===== src/rtl/tmds_pkg.sv =====
// rtl/tmds_pkg.sv - TMDS control tokens, receive states and symbol decode helpers
package tmds_pkg;

  localparam logic [9:0] CTRL_TOKEN_00 = 10'b1101010100;
  localparam logic [9:0] CTRL_TOKEN_01 = 10'b0010101011;
  localparam logic [9:0] CTRL_TOKEN_10 = 10'b0101010100;
  localparam logic [9:0] CTRL_TOKEN_11 = 10'b1010101011;

  typedef enum logic {
    SEARCH = 1'b0,
    LOCKED = 1'b1
  } rx_state_t;

  typedef struct packed {
    logic       valid;
    logic [1:0] ctrl;
  } ctrl_match_t;

  // Undo the optional inversion (bit 9) and then the XOR/XNOR chain (bit 8).
  function automatic logic [7:0] tmds_decode_8b(input logic [9:0] sym);
    logic [7:0] d;
    logic [7:0] q;
    d    = sym[9] ? ~sym[7:0] : sym[7:0];
    q[0] = d[0];
    for (int i = 1; i < 8; i++) begin
      q[i] = sym[8] ? (d[i] ^ d[i-1]) : ~(d[i] ^ d[i-1]);
    end
    return q;
  endfunction

  function automatic ctrl_match_t tmds_ctrl_match(input logic [9:0] sym);
    ctrl_match_t m;
    m.valid = 1'b1;
    m.ctrl  = 2'b00;
    case (sym)
      CTRL_TOKEN_00: m.ctrl = 2'b00;
      CTRL_TOKEN_01: m.ctrl = 2'b01;
      CTRL_TOKEN_10: m.ctrl = 2'b10;
      CTRL_TOKEN_11: m.ctrl = 2'b11;
      default:       m.valid = 1'b0;
    endcase
    return m;
  endfunction

endpackage


===== src/rtl/tmds_bit_aligner.sv =====
// rtl/tmds_bit_aligner.sv - two-word history window and registered 10-bit offset selector
module tmds_bit_aligner (
  input  logic       clk,
  input  logic       reset,
  input  logic [9:0] raw_data,
  input  logic [3:0] slip_offset,
  output logic [9:0] aligned
);

  logic [9:0]  prev;
  logic [19:0] window;
  logic [9:0]  sel;

  assign window = {raw_data, prev};

  // Constant slices only; offsets above 9 never occur and select zero.
  always_comb begin
    sel = '0;
    for (int k = 0; k < 10; k++) begin
      if (slip_offset == 4'(k)) begin
        sel = window[k +: 10];
      end
    end
  end

  always_ff @(posedge clk) begin
    if (reset) begin
      prev    <= '0;
      aligned <= '0;
    end else begin
      prev    <= raw_data;
      aligned <= sel;
    end
  end

endmodule


===== src/rtl/tmds_rx_aligner.sv =====
// rtl/tmds_rx_aligner.sv - per-channel TMDS symbol alignment search, lock tracking and decode
module tmds_rx_aligner
  import tmds_pkg::*;
#(
  parameter int LOCK_TOKENS = 16,
  parameter int WINDOW      = 2048,
  parameter int MAX_GAP     = 4096
) (
  input  logic       pix_clk,
  input  logic       reset,
  input  logic [9:0] raw_data,
  output logic [7:0] pix_data,
  output logic [1:0] ctrl,
  output logic       de,
  output logic       locked,
  output logic [3:0] slip_offset
);

  localparam int TOK_W = $clog2(LOCK_TOKENS + 1);
  localparam int WIN_W = $clog2(WINDOW + 1);
  localparam int GAP_W = $clog2(MAX_GAP + 1);

  rx_state_t   state, state_nx;
  logic [TOK_W-1:0] tok_cnt, tok_cnt_nx;
  logic [WIN_W-1:0] win_cnt, win_cnt_nx;
  logic [GAP_W-1:0] gap_cnt, gap_cnt_nx;
  logic [3:0]  offset_nx;
  logic [9:0]  aligned;
  ctrl_match_t match;
  logic [7:0]  pix_data_nx;
  logic [1:0]  ctrl_nx;
  logic        de_nx;

  tmds_bit_aligner u_bit_aligner (
    .clk         (pix_clk),
    .reset       (reset),
    .raw_data    (raw_data),
    .slip_offset (slip_offset),
    .aligned     (aligned)
  );

  assign match  = tmds_ctrl_match(aligned);
  assign locked = (state == LOCKED);

  always_comb begin
    state_nx   = state;
    tok_cnt_nx = tok_cnt;
    win_cnt_nx = win_cnt;
    gap_cnt_nx = gap_cnt;
    offset_nx  = slip_offset;
    if (state == SEARCH) begin
      tok_cnt_nx = match.valid ? tok_cnt + 1'b1 : '0;
      win_cnt_nx = win_cnt + 1'b1;
      // Lock takes priority over a window expiry landing on the same word.
      if (match.valid && tok_cnt == TOK_W'(LOCK_TOKENS - 1)) begin
        state_nx   = LOCKED;
        tok_cnt_nx = '0;
        win_cnt_nx = '0;
        gap_cnt_nx = '0;
      end else if (win_cnt == WIN_W'(WINDOW - 1)) begin
        offset_nx  = (slip_offset == 4'd9) ? 4'd0 : slip_offset + 4'd1;
        tok_cnt_nx = '0;
        win_cnt_nx = '0;
      end
    end else begin
      gap_cnt_nx = match.valid ? '0 : gap_cnt + 1'b1;
      if (!match.valid && gap_cnt == GAP_W'(MAX_GAP - 1)) begin
        state_nx   = SEARCH;
        tok_cnt_nx = '0;
        win_cnt_nx = '0;
        gap_cnt_nx = '0;
      end
    end
  end

  // Decode follows the next state so outputs never disagree with locked.
  always_comb begin
    pix_data_nx = '0;
    ctrl_nx     = '0;
    de_nx       = 1'b0;
    if (state_nx == LOCKED) begin
      ctrl_nx = ctrl;
      if (match.valid) begin
        ctrl_nx = match.ctrl;
      end else begin
        de_nx       = 1'b1;
        pix_data_nx = tmds_decode_8b(aligned);
      end
    end
  end

  always_ff @(posedge pix_clk) begin
    if (reset) begin
      state       <= SEARCH;
      tok_cnt     <= '0;
      win_cnt     <= '0;
      gap_cnt     <= '0;
      slip_offset <= '0;
      pix_data    <= '0;
      ctrl        <= '0;
      de          <= 1'b0;
    end else begin
      state       <= state_nx;
      tok_cnt     <= tok_cnt_nx;
      win_cnt     <= win_cnt_nx;
      gap_cnt     <= gap_cnt_nx;
      slip_offset <= offset_nx;
      pix_data    <= pix_data_nx;
      ctrl        <= ctrl_nx;
      de          <= de_nx;
    end
  end

endmodule

===== config.mk =====
export PLATFORM = sky130hd
export DESIGN_NAME = tmds_rx_aligner
export DESIGN_NICKNAME = d
export VERILOG_FILES = /design/src/rtl/tmds_pkg.sv /design/src/rtl/tmds_bit_aligner.sv /design/src/rtl/tmds_rx_aligner.sv
export SDC_FILE = /design/constraint.sdc
export NUM_CORES = 1
export LEC_CHECK = 0
export CAP_MARGIN = 40
export CORE_UTILIZATION = 30
export DETAILED_ROUTE_END_ITERATION = 6
export GPL_ROUTABILITY_DRIVEN = 0
export MAX_ROUTING_LAYER = met4
export PLACE_DENSITY = 0.43
export RECOVER_POWER = 50
export SYNTH_ARGS = -nofsm -noshare
export SYNTH_HDL_FRONTEND = slang
export SYNTH_HIERARCHICAL = 1
export SYNTH_SLANG_ARGS = --single-unit

===== constraint.sdc =====
create_clock -name pix_clk -period 2.86 [get_ports pix_clk]
set_input_delay 0.572 -clock pix_clk [delete_from_list [all_inputs] [get_ports pix_clk]]
set_output_delay 0.572 -clock pix_clk [all_outputs]
set_load 0.02 [all_outputs]

==> metrics.yaml <==
run_status:
  outcome: "completed"
drt:
  wl_mm: 12.7
  antenna_left: 0
  first_pass_iters: 4
  first_iter_violations: 264
  num_vias: 4055
  wire_per_inst_microns: 17.6
  drc: 0
  avgViaCountPerCell: 5.62
synthesis:
  syn-cell-area_sq_um: 4340
  yosysWarningCount: 6
  synth_nets: 540
  syn_inst: 516
  seq_area_frac_synth_pct: 30.4
  postSynthAreaPerCell_sq_um: 8.41
  synth_edf_count: 0
  synth_cell_type_count: 81
  async_reset_ff_share_pct: 0
  ys_dominant_reg_cell: "dfxtp_1"
  yosys_register_bits: 66
power_and_ir_drop:
  p_per_area_nw_per_um2: 451
  power_leakage_nw: 1.77
  ir_drop_mv: 0.295
  power_mw: 2.29
grt:
  grt_pass1_vias: 3763
  grt_antenna_before_repair: 0
  grt_pass1_wl_mm: 20.2
  gr-total-overflow: 0
  grt_max_degree: 52
  grt_usage_pct: 18.2
die:
  die_x_microns: 122
  die_height_microns: 122
  die_area_sq_um: 14900
  core_area_sq_um: 14000
  pin_count: 28
  start_util_pct: 31.0
  num_rows: 43
setup_path:
  r2r-end: "win_cnt[6]"
  rrSetupSlack_ps: 330
  start_kind: "flop"
  cp.arrival_ps: 2750
  rr_startpoint: "gap_cnt[0]"
  crit_fanout: 14
  crit_required_ps: 3080
  reg2regPathDepth: 5
  end_kind: "flop"
  crit_type: "reg -> reg"
min_path:
  hold_path.class: "reg -> reg"
  hp-start: "gap_cnt[12]"
  min_delay_path_depth: 2
  hold_path_end: "gap_cnt[12]"
timing:
  slew_viol_final: 0
  hold_violations: 0
  worst_slew_pin_slew_ps: 1290
  fin_ws_ps: 330
  rsz0062_at_grt: "no"
  finalClockSkew_ps: 9.77
  max_freq_mhz: 395
  period_share_pct: 88.4
  relSlewSlack_pct: 14.2
  fin_setup_tns_ps: 0
  fin_crit_ps: 2530
  finalSetupViolations: 0
job:
  max_cap_viol_count: 0
cells_and_area:
  layout-drive-gt1-share_pct: 11.5
  final_nets: 560
  utilization_pct: 36.2
  antenna_cells: 0
  synthToLayoutAreaGrowth_pct: 16.8
clock_tree:
  cts-root-buf: "clkbuf_16"
  cts_buffers: 9
  worstSkewPairLatency_ps: 340
  clk_path_buf_depth: 2
  htree_levels: 3
  path_clk_slew_ps: 60
  post-cts-setup-buffers: 0
  cts_tree: "done"
  cts_sinks: 66
  post_cts_hold_buffer_count: 0
  cts.repair.resized: 0
placement:
  dp_worst_setup_slack_ps: 543
  io_buffer_count: 27
  place_hpwl_mm: 8.90
==> routing by layer <==
layer | part of all wire, % | GRT usage [%]
met1 | 50 | 23.8
met2 | 46 | 28.3
met3 | 2.7 | 2.65
met4 | 1.4 | 6.48
met5 | 0 | -
==> stage by stage <==
| step | hold slack [ps] | instances | area, sq um |
|---|---|---|---|
| 2_1_floorplan | 427 | 516 | 4340 |
| 4_1_cts | 452 | 721 | 5090 |
| 3_3_place_gp | 440 | 705 | 4780 |
| 5_1_grt | 483 | 721 | 5070 |
| 6_report | 448 | 721 | 5070 |
| 3_5_place_dp | 442 | 705 | 4780 |
==> worst max-delay path: stages (launching register included) <==
cell     delay, ps
dfxtp_1        410
ha_1           330
nand3_1        160
or4_1          760
o21a_4         380
a221o_1        360
==> report_power, final <==
group          switching [mW]  internal [mW]  total (mW)
Clock                   0.403          0.771        1.17
Sequential             0.0305          0.943       0.974
Combinational          0.0736         0.0680       0.142
Total                   0.507           1.78        2.29
==> worst max-delay path by stage <==
stage	startpoint	slack, ps	to	depth (start not counted)
after floorplan	tok_cnt[0]	680	gap_cnt[4]	9
after global placement	reset	580	win_cnt[4]	5
after detailed placement	reset	540	gap_cnt[11]	6
after CTS	slip_offset[2]	440	slip_offset[2]	1
after global routing	gap_cnt[0]	220	win_cnt[6]	5
final	gap_cnt[0]	330	win_cnt[6]	5
==> flip-flops by register name, summed over array words and instances (netlist names), 2 cells and up <==
register,cells
gap_cnt,13
tok_cnt,5
u_bit_aligner/prev,10
ctrl,2
u_bit_aligner/aligned,10
slip_offset,4
win_cnt,12
pix_data,8
==> kinds of logic after synthesis <==
logic type	count (synthesis)	synth area share, %
XOR/XNOR	13	2.62
multiplexers	15	4.09
flip-flops	66	30.4
buffers and inverters	65	7.47
adder cells (fa/ha/maj)	12	3.46
AND/OR/NAND/NOR	180	23.7
AO/OA/AOI/OAI	165	28.2
==> synthesized netlist by cell type (all sizes together), types with 4 or more instances <==
master | number | area share, %
a2111oi | 4 | 0.81
a211oi | 14 | 2.5
a21o | 7 | 1.3
a21oi | 37 | 4.3
a221oi | 8 | 1.8
a311oi | 4 | 0.81
and2 | 4 | 0.58
and3 | 6 | 0.89
and3b | 4 | 0.81
buf | 25 | 4.0
clkbuf | 13 | 1.1
dfxtp | 66 | 30
ha | 12 | 3.5
inv | 27 | 2.3
mux2i | 11 | 2.5
nand2 | 23 | 2.0
nand2b | 14 | 2.0
nand3 | 20 | 2.5
nand3b | 5 | 0.87
nand4 | 18 | 2.9
nor2 | 33 | 2.9
nor2b | 17 | 2.5
nor3 | 10 | 1.3
nor4 | 6 | 0.87
o211ai | 6 | 1.0
o21ai | 19 | 2.2
o22ai | 11 | 1.6
o311ai | 6 | 1.2
o31ai | 5 | 0.87
or2 | 6 | 0.87
or3 | 5 | 0.72
xnor2 | 11 | 2.2
==> layout make-up <==
| class | count | area, sq um |
|---|---|---|
| Inverter | 27 | 101 |
| Multi-Input combinational cell | 385 | 2670 |
| Clock inverter | 1 | 30.0 |
| Fill cell | 1471 | 8920 |
| Clock buffer | 15 | 288 |
| Timing Repair Buffer | 47 | 429 |
| Sequential cell | 66 | 1320 |
| Tap cell | 180 | 225 |
==> cells in the final DEF (no fill, tap or decap), types with 5 or more instances in the layout <==
cell type / instances
inv_1: 26
dfxtp_1: 65
o22ai_1: 11
a211oi_1: 14
nand2_1: 23
o21ai_0: 17
nor2b_1: 17
nor4_1: 6
a221oi_1: 7
a21oi_1: 37
o31ai_1: 5
clkbuf_16: 9
mux2i_1: 11
nand4_1: 17
clkdlybuf4s50_1: 14
nor3_1: 9
nand2b_1: 14
o211ai_1: 6
or2_2: 6
and3_1: 5
nand3b_1: 5
dlygate4sd3_1: 13
o311ai_0: 6
buf_4: 18
ha_1: 12
or3_1: 5
nor2_1: 33
nand3_1: 18
xnor2_1: 11
No activity file was read; power rests on OpenSTA's default activity.
